File: src/rtl/alu_add_sub_pkg.sv
// Shared ALU package for the adder/subtractor slice.
// Holds the default datapath width, the CLA group size, and the
// encoding of the add/subtract select used by the ALU decoder.
package alu_add_sub_pkg;

  // Default operand/result width of the shared ALU datapath.
  localparam int ALU_WIDTH = 32;

  // Bits per carry-lookahead group.
  localparam int CLA_GROUP = 4;

  // Add/subtract select as seen on the 'sub' input.
  typedef enum logic {
    OP_ADD = 1'b0,
    OP_SUB = 1'b1
  } aluOp_e;

endpackage

File: src/rtl/alu_add_sub_cla4_block.sv
// 4-bit carry-lookahead slice.
// Produces the 4-bit sum for its group plus the group generate and
// group propagate terms used by the second-level lookahead unit.
// Ports:
//   a_i[3:0], b_i[3:0] : operand bits of this group (b already inverted for subtract)
//   c_i                : carry into bit 0 of the group
//   sum_o[3:0]         : sum bits
//   gen_o              : group generates a carry regardless of c_i
//   prop_o             : group passes c_i through to its carry out
module cla4_block (
  input  logic [3:0] a_i,
  input  logic [3:0] b_i,
  input  logic       c_i,
  output logic [3:0] sum_o,
  output logic       gen_o,
  output logic       prop_o
);

  logic [3:0] bitGen;
  logic [3:0] bitProp;
  logic [3:0] bitCarry;

  // Per-bit generate/propagate, then every internal carry is a flat
  // sum-of-products of those terms so no carry ripples inside the group.
  always_comb begin
    bitGen   = a_i & b_i;
    bitProp  = a_i ^ b_i;
    bitCarry[0] = c_i;
    bitCarry[1] = bitGen[0] | (bitProp[0] & c_i);
    bitCarry[2] = bitGen[1] | (bitProp[1] & bitGen[0]) |
                  (bitProp[1] & bitProp[0] & c_i);
    bitCarry[3] = bitGen[2] | (bitProp[2] & bitGen[1]) |
                  (bitProp[2] & bitProp[1] & bitGen[0]) |
                  (bitProp[2] & bitProp[1] & bitProp[0] & c_i);
    sum_o  = bitProp ^ bitCarry;
    gen_o  = bitGen[3] | (bitProp[3] & bitGen[2]) |
             (bitProp[3] & bitProp[2] & bitGen[1]) |
             (bitProp[3] & bitProp[2] & bitProp[1] & bitGen[0]);
    prop_o = &bitProp;
  end

endmodule

File: src/rtl/alu_add_sub.sv
// Two's-complement adder/subtractor for the shared ALU datapath.
// Combinational path: result = a + b (sub=0) or a - b (sub=1), with carry
// out of the MSB and signed positive/negative overflow flags. Built from
// 4-bit CLA slices and a second-level lookahead across the slices.
// Registered path: snapshot of the last enabled result/overflow flags and
// sticky overflow status, all cleared asynchronously by rst.
// Ports:
//   clk, rst              : clock (rising edge), async active-high reset
//   a, b, sub             : operands and add/subtract select
//   en, clr_sticky        : capture enable, synchronous sticky clear
//   result, carry_out     : combinational sum/difference and MSB carry
//   pos_overflow, neg_overflow : combinational signed overflow flags
//   result_q, pos_ovf_q, neg_ovf_q : registered copies (loaded when en=1)
//   pos_ovf_sticky, neg_ovf_sticky : sticky overflow status
module alu_add_sub
  import alu_add_sub_pkg::*;
#(
  parameter int WIDTH = ALU_WIDTH
) (
  input  logic             clk,
  input  logic             rst,
  input  logic [WIDTH-1:0] a,
  input  logic [WIDTH-1:0] b,
  input  logic             sub,
  input  logic             en,
  input  logic             clr_sticky,
  output logic [WIDTH-1:0] result,
  output logic             carry_out,
  output logic             pos_overflow,
  output logic             neg_overflow,
  output logic [WIDTH-1:0] result_q,
  output logic             pos_ovf_q,
  output logic             neg_ovf_q,
  output logic             pos_ovf_sticky,
  output logic             neg_ovf_sticky
);

  localparam int NG  = WIDTH / CLA_GROUP;
  localparam int MSB = WIDTH - 1;

  aluOp_e           op;
  logic [WIDTH-1:0] bEff;
  logic [NG-1:0]    groupGen;
  logic [NG-1:0]    groupProp;
  logic [NG:0]      groupCarry;

  logic [WIDTH-1:0] result_d;
  logic             pos_ovf_d;
  logic             neg_ovf_d;
  logic             pos_sticky_d;
  logic             neg_sticky_d;

  // Carry into group idx, written as the full lookahead expansion:
  // any lower group that generates and whose upper neighbours all
  // propagate, or the carry-in propagated through every lower group.
  function automatic logic lookaheadCarry(input logic [NG-1:0] gen,
                                          input logic [NG-1:0] prop,
                                          input logic          cin,
                                          input int            idx);
    logic carry;
    logic term;
    carry = 1'b0;
    for (int j = 0; j < idx; j++) begin
      term = gen[j];
      for (int k = j + 1; k < idx; k++) begin
        term = term & prop[k];
      end
      carry = carry | term;
    end
    term = cin;
    for (int k = 0; k < idx; k++) begin
      term = term & prop[k];
    end
    return carry | term;
  endfunction

  // Subtraction is a + ~b + 1, with the +1 entering as the carry-in.
  assign op   = aluOp_e'(sub);
  assign bEff = (op == OP_SUB) ? ~b : b;

  assign groupCarry[0] = sub;

  for (genvar g = 0; g < NG; g++) begin : gSlice
    cla4_block uSlice (
      .a_i    (a[CLA_GROUP*g +: CLA_GROUP]),
      .b_i    (bEff[CLA_GROUP*g +: CLA_GROUP]),
      .c_i    (groupCarry[g]),
      .sum_o  (result[CLA_GROUP*g +: CLA_GROUP]),
      .gen_o  (groupGen[g]),
      .prop_o (groupProp[g])
    );
  end

  for (genvar i = 1; i <= NG; i++) begin : gCarry
    assign groupCarry[i] = lookaheadCarry(groupGen, groupProp, sub, i);
  end

  // Overflow only when both effective operands share a sign and the
  // result sign disagrees with it.
  assign carry_out    = groupCarry[NG];
  assign pos_overflow = ~a[MSB] & ~bEff[MSB] &  result[MSB];
  assign neg_overflow =  a[MSB] &  bEff[MSB] & ~result[MSB];

  // Snapshot loads only when enabled; a new overflow setting a sticky
  // flag takes priority over a clear arriving in the same cycle.
  always_comb begin
    result_d     = result_q;
    pos_ovf_d    = pos_ovf_q;
    neg_ovf_d    = neg_ovf_q;
    pos_sticky_d = pos_ovf_sticky;
    neg_sticky_d = neg_ovf_sticky;
    if (en) begin
      result_d  = result;
      pos_ovf_d = pos_overflow;
      neg_ovf_d = neg_overflow;
    end
    if (en && pos_overflow) begin
      pos_sticky_d = 1'b1;
    end else if (clr_sticky) begin
      pos_sticky_d = 1'b0;
    end
    if (en && neg_overflow) begin
      neg_sticky_d = 1'b1;
    end else if (clr_sticky) begin
      neg_sticky_d = 1'b0;
    end
  end

  // Registered status, cleared immediately by reset.
  always_ff @(posedge clk or posedge rst) begin
    if (rst) begin
      result_q       <= '0;
      pos_ovf_q      <= 1'b0;
      neg_ovf_q      <= 1'b0;
      pos_ovf_sticky <= 1'b0;
      neg_ovf_sticky <= 1'b0;
    end else begin
      result_q       <= result_d;
      pos_ovf_q      <= pos_ovf_d;
      neg_ovf_q      <= neg_ovf_d;
      pos_ovf_sticky <= pos_sticky_d;
      neg_ovf_sticky <= neg_sticky_d;
    end
  end

endmodule

File: config.mk
export PLATFORM = sky130hd
export DESIGN_NAME = alu_add_sub
export DESIGN_NICKNAME = d
export VERILOG_FILES = /design/src/rtl/alu_add_sub_pkg.sv /design/src/rtl/alu_add_sub_cla4_block.sv /design/src/rtl/alu_add_sub.sv
export SDC_FILE = /design/constraint.sdc
export NUM_CORES = 1
export LEC_CHECK = 0
export ABC_AREA = 1
export CAP_MARGIN = 0
export CORE_UTILIZATION = 48
export CTS_CLUSTER_DIAMETER = 200
export DETAILED_ROUTE_END_ITERATION = 6
export HOLD_SLACK_MARGIN = 0.03
export PLACE_DENSITY = 0.84
export REMOVE_ABC_BUFFERS = 1
export SLEW_MARGIN = 20
export SYNTH_ARGS = -nofsm -noshare
export SYNTH_HDL_FRONTEND = slang
export SYNTH_HIERARCHICAL = 1
export SYNTH_SLANG_ARGS = --single-unit
File: constraint.sdc
create_clock -name clk -period 6.23 [get_ports clk]
set_input_delay 0.9345 -clock clk [delete_from_list [all_inputs] [get_ports clk]]
set_output_delay 0.9345 -clock clk [all_outputs]
set_load 0.02 [all_outputs]
==> out/summary.log, run 1 <==
qor: global_routing.global_route.usage.total 24.9%
qor: drt.vias_per_cell 4.86
qor: clock_network.clkLatencyLatePin 0.28 ns
qor: yosys.synthTopCellsByCount sky130_fd_sc_hd__nand2_1, sky130_fd_sc_hd__inv_1, sky130_fd_sc_hd__ha_1
qor: global_routing.via_count_of_the_first_global_routing_pass 3328
qor: yosys.synthXorXnorAreaFrac 12.0%
qor: critical_path.critical-path-max-stage-delay 0.64 ns
qor: placed_design.io_buffers 139
qor: power_and_ir_drop.pwr-share-seq 23.3%
qor: yosys.synthesis.area 3490 sq um
qor: power_and_ir_drop.clock_power_share 17.0%
qor: global_routing.grt_overflow_total 0
qor: critical_path.worst-path-buf-inv 4
qor: final_layout.syn2layout_area_growth 46.2%
qor: placed_design.postPlaceCellArea 4980 sq um
qor: floorplan.io_pins 140
qor: timing.setup-tns-final 0 ns
qor: placed_design.detailedPlace.worstSlack 0.812 ns
qor: yosys.syn_inst 473
qor: timing.slew_violations 0
qor: final_layout.post-route-cell-area 5100 sq um
qor: final_layout.antenna_cells 0
qor: power_and_ir_drop.worst_ir_drop_vdd 0.161 mV
qor: clock_network.maximum_count_of_clock_buffers_along_a_single_path 2
qor: timing.timing.slew.headroom 57.2%
qor: critical_path.worstPathCellList buf_2 -> buf_4 -> xor2_1 -> ha_1 -> nand2_2 -> nor2_2 -> nor2_2 -> o21bai_1 -> a21oi_1 -> nand2_2 -> nand2_1 -> nand2_2 -> nand2_1 -> nand2_2 -> nand4_1 -> nand2_2 -> nand2_1 -> nand2_1 -> inv_1 -> nor3_2 -> clkdlybuf4s50_1
qor: power_and_ir_drop.cellInternalPower 802 uW
qor: worst_hold_path.hold_class flop to flop
qor: yosys.cell_types_with_the_largest_area_share_after_synthesis sky130_fd_sc_hd__dfrtp_1, sky130_fd_sc_hd__nand2_1, sky130_fd_sc_hd__ha_1, sky130_fd_sc_hd__xor2_1, sky130_fd_sc_hd__inv_1
qor: yosys.yosys.area_share.simple 30.4%
qor: clock_network.postCtsHoldBufs 0
qor: critical_path.data_arrival_critical_path 4.50 ns
qor: drt.drt-pass1-iter-count 4
qor: power_and_ir_drop.total_switching_power 563 uW
qor: timing.period_minus_slack 5.44 ns
qor: final_layout.drive_gt1_share 8.65%
qor: clock_network.cts_resized 0
qor: power_and_ir_drop.power.total 1.36 mW
qor: floorplan.placeableCoreArea 6910 sq um
qor: drt.drc 0
qor: global_routing.first_pass_grt_wire_length 14900 microns
qor: placed_design.routabilityCongestion 0.848
qor: power_and_ir_drop.pwr-share-comb 59.7%
qor: yosys.number_of_enable_type_register_cells_in_the_synthesized_netlist 0
qor: floorplan.design.die.area 7620 sq um
qor: yosys.yosysUniqueCellTypes 24
qor: drt.wirelength 9060 microns
qor: critical_path.worst_path_most_repeated_cell sky130_fd_sc_hd__nand2_2
qor: yosys.ys_ff_latch 36
qor: timing.clock-skew-final 0 ns
qor: timing.layout_setup_ws 0.795 ns
qor: yosys.synth_seq_area_share 25.8%
qor: timing.setup_viol_count_final 0
qor: timing.final-hold-violation-count 0
qor: timing.min_period_over_period 87.2%
qor: floorplan.die-height 87.3 microns
qor: status.status finished clean
qor: yosys.synth_fa_ha_area_share 18.9%
qor: final_layout.design.final.nets 729
qor: final_layout.count_of_filler_cells_inserted_in_the_layout 595
qor: critical_path.timing.critical_path.max_delay_family buffers and inverters
qor: job.max-cap-violations 0
qor: clock_network.tritoncts built
qor: drt.avgRoutedWirePerCell 12.8 microns
qor: clock_network.h-tree-depth 2
qor: clock_network.cts_root_buffer sky130_fd_sc_hd__clkbuf_8
qor: drt.vias 3443
qor: critical_path.crit_path_start_kind input port
qor: yosys.synthMuxAreaShare 0%
qor: clock_network.numCtsBuffers 5
qor: power_and_ir_drop.power_leakage 2.60 nW
qor: timing.achievable-frequency 184 MHz
qor: drt.final_antenna_net_count 0
qor: placed_design.post-place-cells 701
qor: drt.drt_iter0_drc 112
qor: floorplan.floorplan.initialDensity 50.5%
qor: timing.worst-slew-pin-transition 0.641 ns
qor: yosys.synth_top_family_by_area simple AND/OR/NAND/NOR gates
qor: yosys.synth_async_sr_flop_share 100%
qor: yosys.ys.warnings.count 6
qor: yosys.synth.most_common_cell sky130_fd_sc_hd__nand2_1
qor: yosys.postSynth.topFlopCell sky130_fd_sc_hd__dfrtp_1
qor: placed_design.hpwl 7200 microns
qor: floorplan.die-width 87.3 microns
qor: global_routing.largest_net_degree_at_the_start_of_global_routing 37
qor: critical_path.critPathMaxFanout 18
qor: global_routing.antenna_found_initial 0
qor: clock_network.path_clk_slew 0.08 ns
qor: yosys.syn_area_per_cell 7.38 sq um
qor: power_and_ir_drop.power.density_cell_area 267 nW/um^2
qor: critical_path.critical_path.endpoint_type primary output
qor: clock_network.cts_setup_buffers 0
qor: critical_path.critPathSlowestCell sky130_fd_sc_hd__clkdlybuf4s50_1
qor: power_and_ir_drop.swShare 41.2%
qor: timing.setup_repair_after_global_routing_missed_its_margin no
qor: yosys.yosys.area.top_type sky130_fd_sc_hd__dfrtp_1
qor: final_layout.fin_util 73.9%
qor: critical_path.path_class input port to primary output
qor: clock_network.cts_num_sinks 36
qor: floorplan.core.rowCount 30
qor: yosys.netlist.area_leader.share 25.8%
qor: critical_path.worst_ep_required_time 5.30 ns
qor: yosys.synth-compound-area-share 3.19%
qor: timing.holdWs 0.472 ns
qor: final_layout.fin_cells 709
-- final timing paths --
| check | end | from | depth (start not counted) | slack, ns |
|---|---|---|---|---|
| max reg2reg | result_q[31] | result_q[31] | 2 | 5.57 |
| max | pos_overflow | sub | 21 | 0.79 |
| min | result_q[30] | result_q[30] | 2 | 0.47 |
| max in group asynchronous | neg_ovf_q | rst | 3 | 4.82 |
| min reg2reg | result_q[30] | result_q[30] | 2 | 0.47 |
| min in group asynchronous | result_q[25] | rst | 3 | 1.07 |
-- worst min-delay path, cell delays in order (launching register included) --
cell	delay, ns
sky130_fd_sc_hd__dfrtp_1	0.34
sky130_fd_sc_hd__nand2_1	0.05
sky130_fd_sc_hd__nand2_1	0.04
-- metal layers --
metal	vias to the layer above	wire length, microns	GRT usage, %
met4	0	60	4.32
met5	-	0	0
met3	8	667	5.12
met1	1597	3860	31.1
met2	121	4470	44.6
li1	1717	-	-
-- power groups by stage --
stage               sequential (mW)  combinational, mW  clock, mW
floorplan                     0.392              0.373          0
global placement              0.321              0.799          0
detailed placement            0.323              0.816          0
CTS                           0.318              0.820      0.236
global route                  0.324              0.887      0.246
finish                        0.318              0.815      0.233
-- cells by family (layout without fill, tap and decap cells) --
logic type                 count (synthesis)  count (layout)
and+or+nand+nor                          238             238
buffers and inverters                     87             227
adders and majority gates                 48              48
xor gates and xnor gates                  48              48
DFF                                       36              36
AOI/OAI and AO/OA                         16              16
-- area by class of cell --
class | count | area [sq um] | area share [%]
repair buffers | 143 | 1420 | 27.8
clock buffers | 7 | 96.3 | 1.89
inverters | 76 | 285 | 5.59
well taps | 96 | 120 | 2.35
clock inverters | 1 | 30.0 | 0.589
multi-input cells | 350 | 2250 | 44.2
flip-flops and latches | 36 | 901 | 17.7
-- placed cells by master, fill, tap and decap left out, types with 4 or more instances in the layout --
cell type	instances
sky130_fd_sc_hd__nand4_1	8
sky130_fd_sc_hd__xor2_1	39
sky130_fd_sc_hd__nor2_1	10
sky130_fd_sc_hd__clkdlybuf4s50_1	138
sky130_fd_sc_hd__nand2_1	156
sky130_fd_sc_hd__nor2_2	16
sky130_fd_sc_hd__ha_1	40
sky130_fd_sc_hd__xnor2_1	9
sky130_fd_sc_hd__nand3_1	26
sky130_fd_sc_hd__clkbuf_8	7
sky130_fd_sc_hd__dfrtp_1	36
sky130_fd_sc_hd__o21bai_1	8
sky130_fd_sc_hd__inv_1	75
sky130_fd_sc_hd__buf_4	4
sky130_fd_sc_hd__nand2_2	19
sky130_fd_sc_hd__fa_1	8
-- flip-flops by register name (all words and copies together), names as in the netlist --
register	count
neg_ovf_q	1
pos_ovf_q	1
pos_ovf_sticky	1
result_q	32
neg_ovf_sticky	1
Note: power is estimated with default switching activity, not from simulation.
==> run 2, diff against run 1 <==
--- a/config.mk
+++ b/config.mk
@@ -18,3 +18,4 @@
 export SYNTH_HDL_FRONTEND = slang
 export SYNTH_HIERARCHICAL = 1
 export SYNTH_SLANG_ARGS = --single-unit
+export TNS_END_PERCENT = 20
==> results of run 2 <==
Final layout, timing and power as in run 1 (identical DEF).
==> run 3, diff against run 2 <==
--- a/config.mk
+++ b/config.mk
@@ -6,10 +6,10 @@
 export NUM_CORES = 1
 export LEC_CHECK = 0
 export ABC_AREA = 1
-export CAP_MARGIN = 0
 export CORE_UTILIZATION = 48
 export CTS_CLUSTER_DIAMETER = 200
 export DETAILED_ROUTE_END_ITERATION = 6
+export GPL_ROUTABILITY_DRIVEN = 0
 export HOLD_SLACK_MARGIN = 0.03
 export PLACE_DENSITY = 0.84
 export REMOVE_ABC_BUFFERS = 1
==> results of run 3 <==
Final layout, timing and power as in run 1 (identical DEF).
